$ cat config.mk
export PLATFORM = sky130hd
export DESIGN_NAME = fetch_unit
export DESIGN_NICKNAME = d
export VERILOG_FILES = /design/src/rtl/fetch_unit.sv
export SDC_FILE = /design/constraint.sdc
export NUM_CORES = 1
export LEC_CHECK = 0
export CORE_ASPECT_RATIO = 1.75
export CORE_MARGIN = 2
export CORE_UTILIZATION = 49
export DETAILED_ROUTE_END_ITERATION = 8
export PLACE_DENSITY_LB_ADDON = 0.3
export REMOVE_ABC_BUFFERS = 1
export SLEW_MARGIN = 10
export SYNTH_ARGS = -nofsm -noshare
export SYNTH_HDL_FRONTEND = slang
export SYNTH_SLANG_ARGS = --single-unit
export TNS_END_PERCENT = 10
$ cat constraint.sdc
create_clock -name clk -period 2.55 [get_ports clk]
set_input_delay 0.765 -clock clk [delete_from_list [all_inputs] [get_ports clk]]
set_output_delay 0.765 -clock clk [all_outputs]
set_load 0.02 [all_outputs]
$ cat src/rtl/fetch_unit.sv
// Program counter and instruction register stage for the mycpu datapath.
// Latches fetched words into the IR and steps the PC as the control unit selects.
module fetch_unit #(
    parameter int              DW       = 16,
    parameter logic [DW-1:0]   RESET_PC = '0
) (
    input  logic          clk,
    input  logic          rst,
    input  logic          il_in,
    input  logic [1:0]    ps_in,
    input  logic [DW-1:0] mem_data_in,
    input  logic [DW-1:0] ra_in,
    output logic [DW-1:0] pc_out,
    output logic [DW-1:0] ins_out,
    output logic          ir_valid_out,
    output logic          pc_wrap_out
);

    localparam logic [1:0] PS_HOLD = 2'b00;
    localparam logic [1:0] PS_INC  = 2'b01;
    localparam logic [1:0] PS_BR   = 2'b10;
    localparam logic [1:0] PS_JMP  = 2'b11;

    logic [DW-1:0] pc_q, pc_d;
    logic [DW-1:0] ins_q, ins_d;
    logic          valid_q, valid_d;
    logic          wrap_q, wrap_d;

    logic [5:0]    off6;
    logic [DW-1:0] off;
    logic [DW:0]   inc_sum;
    logic [DW:0]   br_sum;
    logic          br_wrap;

    // Branch offset comes from the registered IR, so a same-edge load
    // never affects the branch target.
    always_comb begin
        off6    = {ins_q[8:6], ins_q[2:0]};
        off     = {{(DW-6){off6[5]}}, off6};
        inc_sum = {1'b0, pc_q} + {{DW{1'b0}}, 1'b1};
        br_sum  = {1'b0, pc_q} + {1'b0, off};
        // Positive offsets wrap on carry-out; negative ones wrap when
        // the sign-extended add fails to carry (a borrow).
        br_wrap = off6[5] ? ~br_sum[DW] : br_sum[DW];
    end

    // Next-state selection for PC, wrap flag and IR.
    always_comb begin
        pc_d    = pc_q;
        wrap_d  = 1'b0;
        ins_d   = ins_q;
        valid_d = valid_q;
        case (ps_in)
            PS_HOLD: pc_d = pc_q;
            PS_INC: begin
                pc_d   = inc_sum[DW-1:0];
                wrap_d = inc_sum[DW];
            end
            PS_BR: begin
                pc_d   = br_sum[DW-1:0];
                wrap_d = br_wrap;
            end
            PS_JMP:  pc_d = ra_in;
            default: pc_d = pc_q;
        endcase
        if (il_in) begin
            ins_d   = mem_data_in;
            valid_d = 1'b1;
        end
    end

    // State registers with asynchronous reset overriding all inputs.
    always_ff @(posedge clk or posedge rst) begin
        if (rst) begin
            pc_q    <= RESET_PC;
            ins_q   <= '0;
            valid_q <= 1'b0;
            wrap_q  <= 1'b0;
        end else begin
            pc_q    <= pc_d;
            ins_q   <= ins_d;
            valid_q <= valid_d;
            wrap_q  <= wrap_d;
        end
    end

    assign pc_out       = pc_q;
    assign ins_out      = ins_q;
    assign ir_valid_out = valid_q;
    assign pc_wrap_out  = wrap_q;

endmodule

-- Yosys cells after proc, flatten, opt, wreduce, memory -nomap -nowiden
Cells that the tools add are included.
- bits in registers: 34
- latch bits: 0
- memory bits (writable): 0
- ROM bits: 0
- memories: 0
- $add $sub $neg: 2
- multiply operators: 0
- divide/modulo/power cells: 0
- order comparisons: 0
- equal/unequal tests: 3
- shift-type cells: 0
- multiplexer cells: 3
- bitwise operators: 1
- reduce and logical (&&, ||, !) cells: 1
- operators by type and width (operator ; count):
    $pmux W16 S3 ; 1
    $add A16 B1 Y17 const B ; 1
    $add A16 B16 Y17 ; 1
    $eq A2 B2 Y1 const B ; 2
    $eq A2 B1 Y1 const B ; 1
    $logic_not A2 Y1 ; 1
    $pmux W1 S2 ; 1
    $mux W1 ; 1
    $not A1 Y1 ; 1

-- Longest topological paths before layout
- depth in word-level cells: 4
- mapped depth: 10
- depth with buffers taken out: 10

-- Worst setup path before layout
No wires, ideal clock.
- kind: flip-flop to flip-flop
- from: reg pc_q[0], in the netlist pc_out[0]
- to: reg wrap_q, in the netlist pc_wrap_out
- library setup time: 0.127 ns
- data arrival time: 2.364 ns
- path slack: 0.059 ns
- stages on the path, launching flop included: 11
- path buffers: 0
- cells stage by stage: dfrtp_1 ha_1 inv_1 fa_1 and2b_1 o211ai_1 a31oi_1 a21oi_1 o41ai_1 xnor2_1 o21ai_0
- word-level cells in the longest chain between the ends: 4
- elaborated cells between the ends (all ways): 5
- RTL lines (item ; line ; source):
    start: declaration ; 24 ; logic [DW-1:0] pc_q, pc_d;
    start signal: assignment ; 80 ; pc_q <= pc_d;
    $add A16 B16 Y17 ; 41 ; br_sum = {1'b0, pc_q} + {1'b0, off};
    $not A1 Y1 ; 44 ; br_wrap = off6[5] ? ~br_sum[DW] : br_sum[DW];
    $mux W1 ; 44 ;
    $pmux W1 S2 (*) ; 53 ; case (ps_in)
    net wrap_d ; 27 ; logic wrap_q, wrap_d;
    end signal: assignment ; 83 ; wrap_q <= wrap_d;
    end: declaration ; 27 ;
Mark *: on every way through the listed nets, which the timed path passes. The rest lies on a longest branch.
A chain may end at the register's enable or synchronous reset.

-- Worst setup path in the final report
- from: reg pc_q[1], in the netlist pc_out[1]
- to: reg pc_q[15], in the netlist pc_out[15]
- word-level cells in the longest chain between the ends: 2
- elaborated cells between the ends (all ways): 3
- RTL lines (item ; line):
    $add A16 B16 Y17 or $add A16 B1 Y17 (tied branches) ; 41, 40
    $pmux W16 S3 (*) ; 53
Mark *: on every way between the ends. The rest lies on a longest branch, timed or not.

==> out/results.ini <==
[run_status]
status = finished clean

[placed_design]
place_area_um2 = 3560
numPortBuffers = 70
place_hpwl_mm = 5.72
dp.cells = 436
gp_congestion = 0.879

[clock_tree]
cts_tree = built
clockBufferDepth = 2
cts-root-buf = clkbuf_8
clkLatencyLatePin_ns = 0.29
clkSinkCount = 34
clk_pin_slew_ns = 0.08
numCtsBuffers = 5
cts_htree_levels = 2
hold_buffers = 0

[synthesis]
yosys-top-cells-area = dfrtp_1 (34%), ha_1 (10%), mux2_2 (7.1%), a21oi_1 (5.1%), o21ai_0 (4.9%)
synth_common_cells = dfrtp_1 (34), a21oi_1 (26), nor2_1 (25), o21ai_0 (25), ha_1 (21)
synth_edf_count = 0
ys_seq_area_share_pct = 33.6
synth_top_area_cell = dfrtp_1
ys.flop_type = dfrtp_1
synthArstFlopShare_pct = 100
synth.avg_cell_area_um2 = 8.87
syn_inst = 285
synth_cell_types = 51
post-synth-top-area-fraction_pct = 33.6
synth_most_common_cell = dfrtp_1
yosys_warnings = 0
ys_ff_latch = 34
synth_area_um2 = 2530

[floorplanning]
rows = 34
fp.coreArea_um2 = 4980
fp.dieW_um = 58.3
dieHeight_um = 99.0
die-area_um2 = 5770
initial_core_util_pct = 50.8
io_pins = 71

[detailed_routing]
routed_wl_mm = 7.43
drt_first_pass_iters = 6
viasPerCell = 6.07
wl_per_cell_um = 16.6
remaining_drc_errors = 0
drt_iter0_markers = 124
drtAntennaViolNets = 0
vias = 2713

[pwr]
peakVddDrop_uv = 780
total_power_uw = 3630
leakagePower_uw = 0.00157
powerDensity_nw_per_um2 = 973

[sta]
final-hold-violation-count = 0
skew_ns = 0.0118
maxSlewHeadroom_pct = 73.5
fmax_mhz = 402
setup_viol = 0
timing.setup.tns_ns = 0
fin_crit_ns = 2.49
finalCritPeriodShare_pct = 97.5
worst_slew_pin_slew_ns = 0.387
rsz0062_at_grt = false
slew_violations = 0

[layout]
final_nets = 451
regArea_um2 = 852
area_growth_syn_to_layout_pct = 47.4
fin_area_um2 = 3730
stdcell_count = 447
drive_above_1_share_pct = 19.8
multi_input_area_um2 = 1610
antenna_cells = 0
n_fill_cell = 388

[setup_path]
worstSetupPathType = reg2reg
critPathArrivalTime_ns = 2.72
required_ns = 2.78
end_kind = register
path_max_fanout = 4
cp-start-kind = register

[global_routing]
first_global_vias = 2823
overflow = 0
grt_max_degree = 28
grtUsageTotal_pct = 27.1
antenna_found_initial = 0
grt_pass1_wl_mm = 12.3

[min_path]
hp-class = reg2reg

[flow_run]
maxCapViolations = 0

## critical path, cell delays in order (launching register included)
cell and delay, ns:
dfrtp_1 0.42, ha_1 0.29, a21oi_1 0.07, nand4b_1 0.29, a21boi_4 0.25, a41oi_2 0.19
o31ai_2 0.32, or4b_1 0.49, nand4_1 0.10
## power by group
part           internal, uW  switching [uW]
Clock                   293             206
Combinational          1110            1210
Sequential              677             129
## cell type report
class	count	area share, %
inverter	17	1.71
tap	54	1.81
clock inverter	1	0.806
multi-input combinational	224	43.3
sequential	34	22.9
clock buffer	7	2.05
timing repair buffer	110	27.5
## placed cells by master (no fill, tap or decap), types with 2 or more instances in the layout
master | synthesis | layout
clkdlybuf4s50_1 | 0 | 70
buf_4 | 0 | 37
dfrtp_1 | 34 | 33
nor2_1 | 25 | 25
a21oi_1 | 26 | 23
o21ai_0 | 25 | 23
ha_1 | 21 | 20
nand2_1 | 19 | 19
inv_1 | 16 | 16
mux2_2 | 16 | 16
xnor2_1 | 11 | 11
nor3_1 | 7 | 7
nand3_1 | 6 | 6
nand4_1 | 5 | 5
clkbuf_8 | 0 | 5
a221oi_1 | 4 | 4
a31oi_1 | 5 | 4
and3_1 | 3 | 3
o22ai_1 | 3 | 3
o221ai_1 | 3 | 3
nor4_1 | 3 | 3
a21oi_2 | 0 | 3
and2b_1 | 2 | 2
o211ai_1 | 2 | 2
or2_2 | 3 | 2
o21a_1 | 2 | 2
xor2_1 | 2 | 2
a211oi_1 | 2 | 2
o21ai_1 | 0 | 2
a222oi_1 | 2 | 2
o31ai_1 | 3 | 2
a22oi_1 | 2 | 2
clkbuf_1 | 10 | 2
buf_12 | 0 | 2
## flip-flops by register name (all words and copies together) (netlist names)
signal	cells
pc_out	16
ir_valid_out	1
ins_out	16
pc_wrap_out	1
## per-layer routing
layer	vias to the layer above	global-route usage (%)	wire (um)
li1	1266	-	-
met1	1291	29.9	2740
met2	117	48.1	3980
met3	39	4.20	366
met4	0	14.3	351
met5	-	0	0
## cells by family after synthesis
| kind of cell | synth area share (%) |
|---|---|
| AO/OA/AOI/OAI | 23.2 |
| XOR/XNOR | 4.50 |
| adder cells (fa/ha/maj) | 11.2 |
| buffers and inverters | 4.01 |
| flip-flops | 33.6 |
| multiplexers | 7.52 |
| AND/OR/NAND/NOR | 15.9 |
## per-stage QoR
| step | setup slack (ns) | hold slack (ns) | utilization (%) |
|---|---|---|---|
| 2_1_floorplan | 0.0593 | 0.592 | - |
| 3_3_place_gp | -0.0447 | 0.451 | 71.6 |
| 3_5_place_dp | -0.105 | 0.458 | 71.6 |
| 4_1_cts | 0.00250 | 0.476 | 74.1 |
| 5_1_grt | 0.00148 | 0.481 | 74.9 |
| 6_report | 0.0643 | 0.486 | 74.9 |
## worst paths after layout
| kind | start | to | slack [ns] | cells past startpoint |
|---|---|---|---|---|
| worst max-delay path | pc_out[1]$_DFFE_PP0P_ | pc_out[15]$_DFFE_PP0P_ | 0.06 | 8 |
| worst min-delay path | ir_valid_out$_DFFE_PP0P_ | ir_valid_out$_DFFE_PP0P_ | 0.49 | 1 |
| worst max register to register | pc_out[1]$_DFFE_PP0P_ | pc_out[15]$_DFFE_PP0P_ | 0.06 | 8 |
| worst min register to register | ir_valid_out$_DFFE_PP0P_ | ir_valid_out$_DFFE_PP0P_ | 0.49 | 1 |
| max in group asynchronous | rst | ins_out[0]$_DFFE_PP0P_ | 1.33 | 3 |
| min in group asynchronous | rst | ir_valid_out$_DFFE_PP0P_ | 0.75 | 2 |
## timing repair
item                       CTS  global route
buffers inserted             0             3
setup endpoints to repair    2             5
pin swaps                    0             4
resized for setup            4             8
No activity file was read; power rests on OpenSTA's default activity.
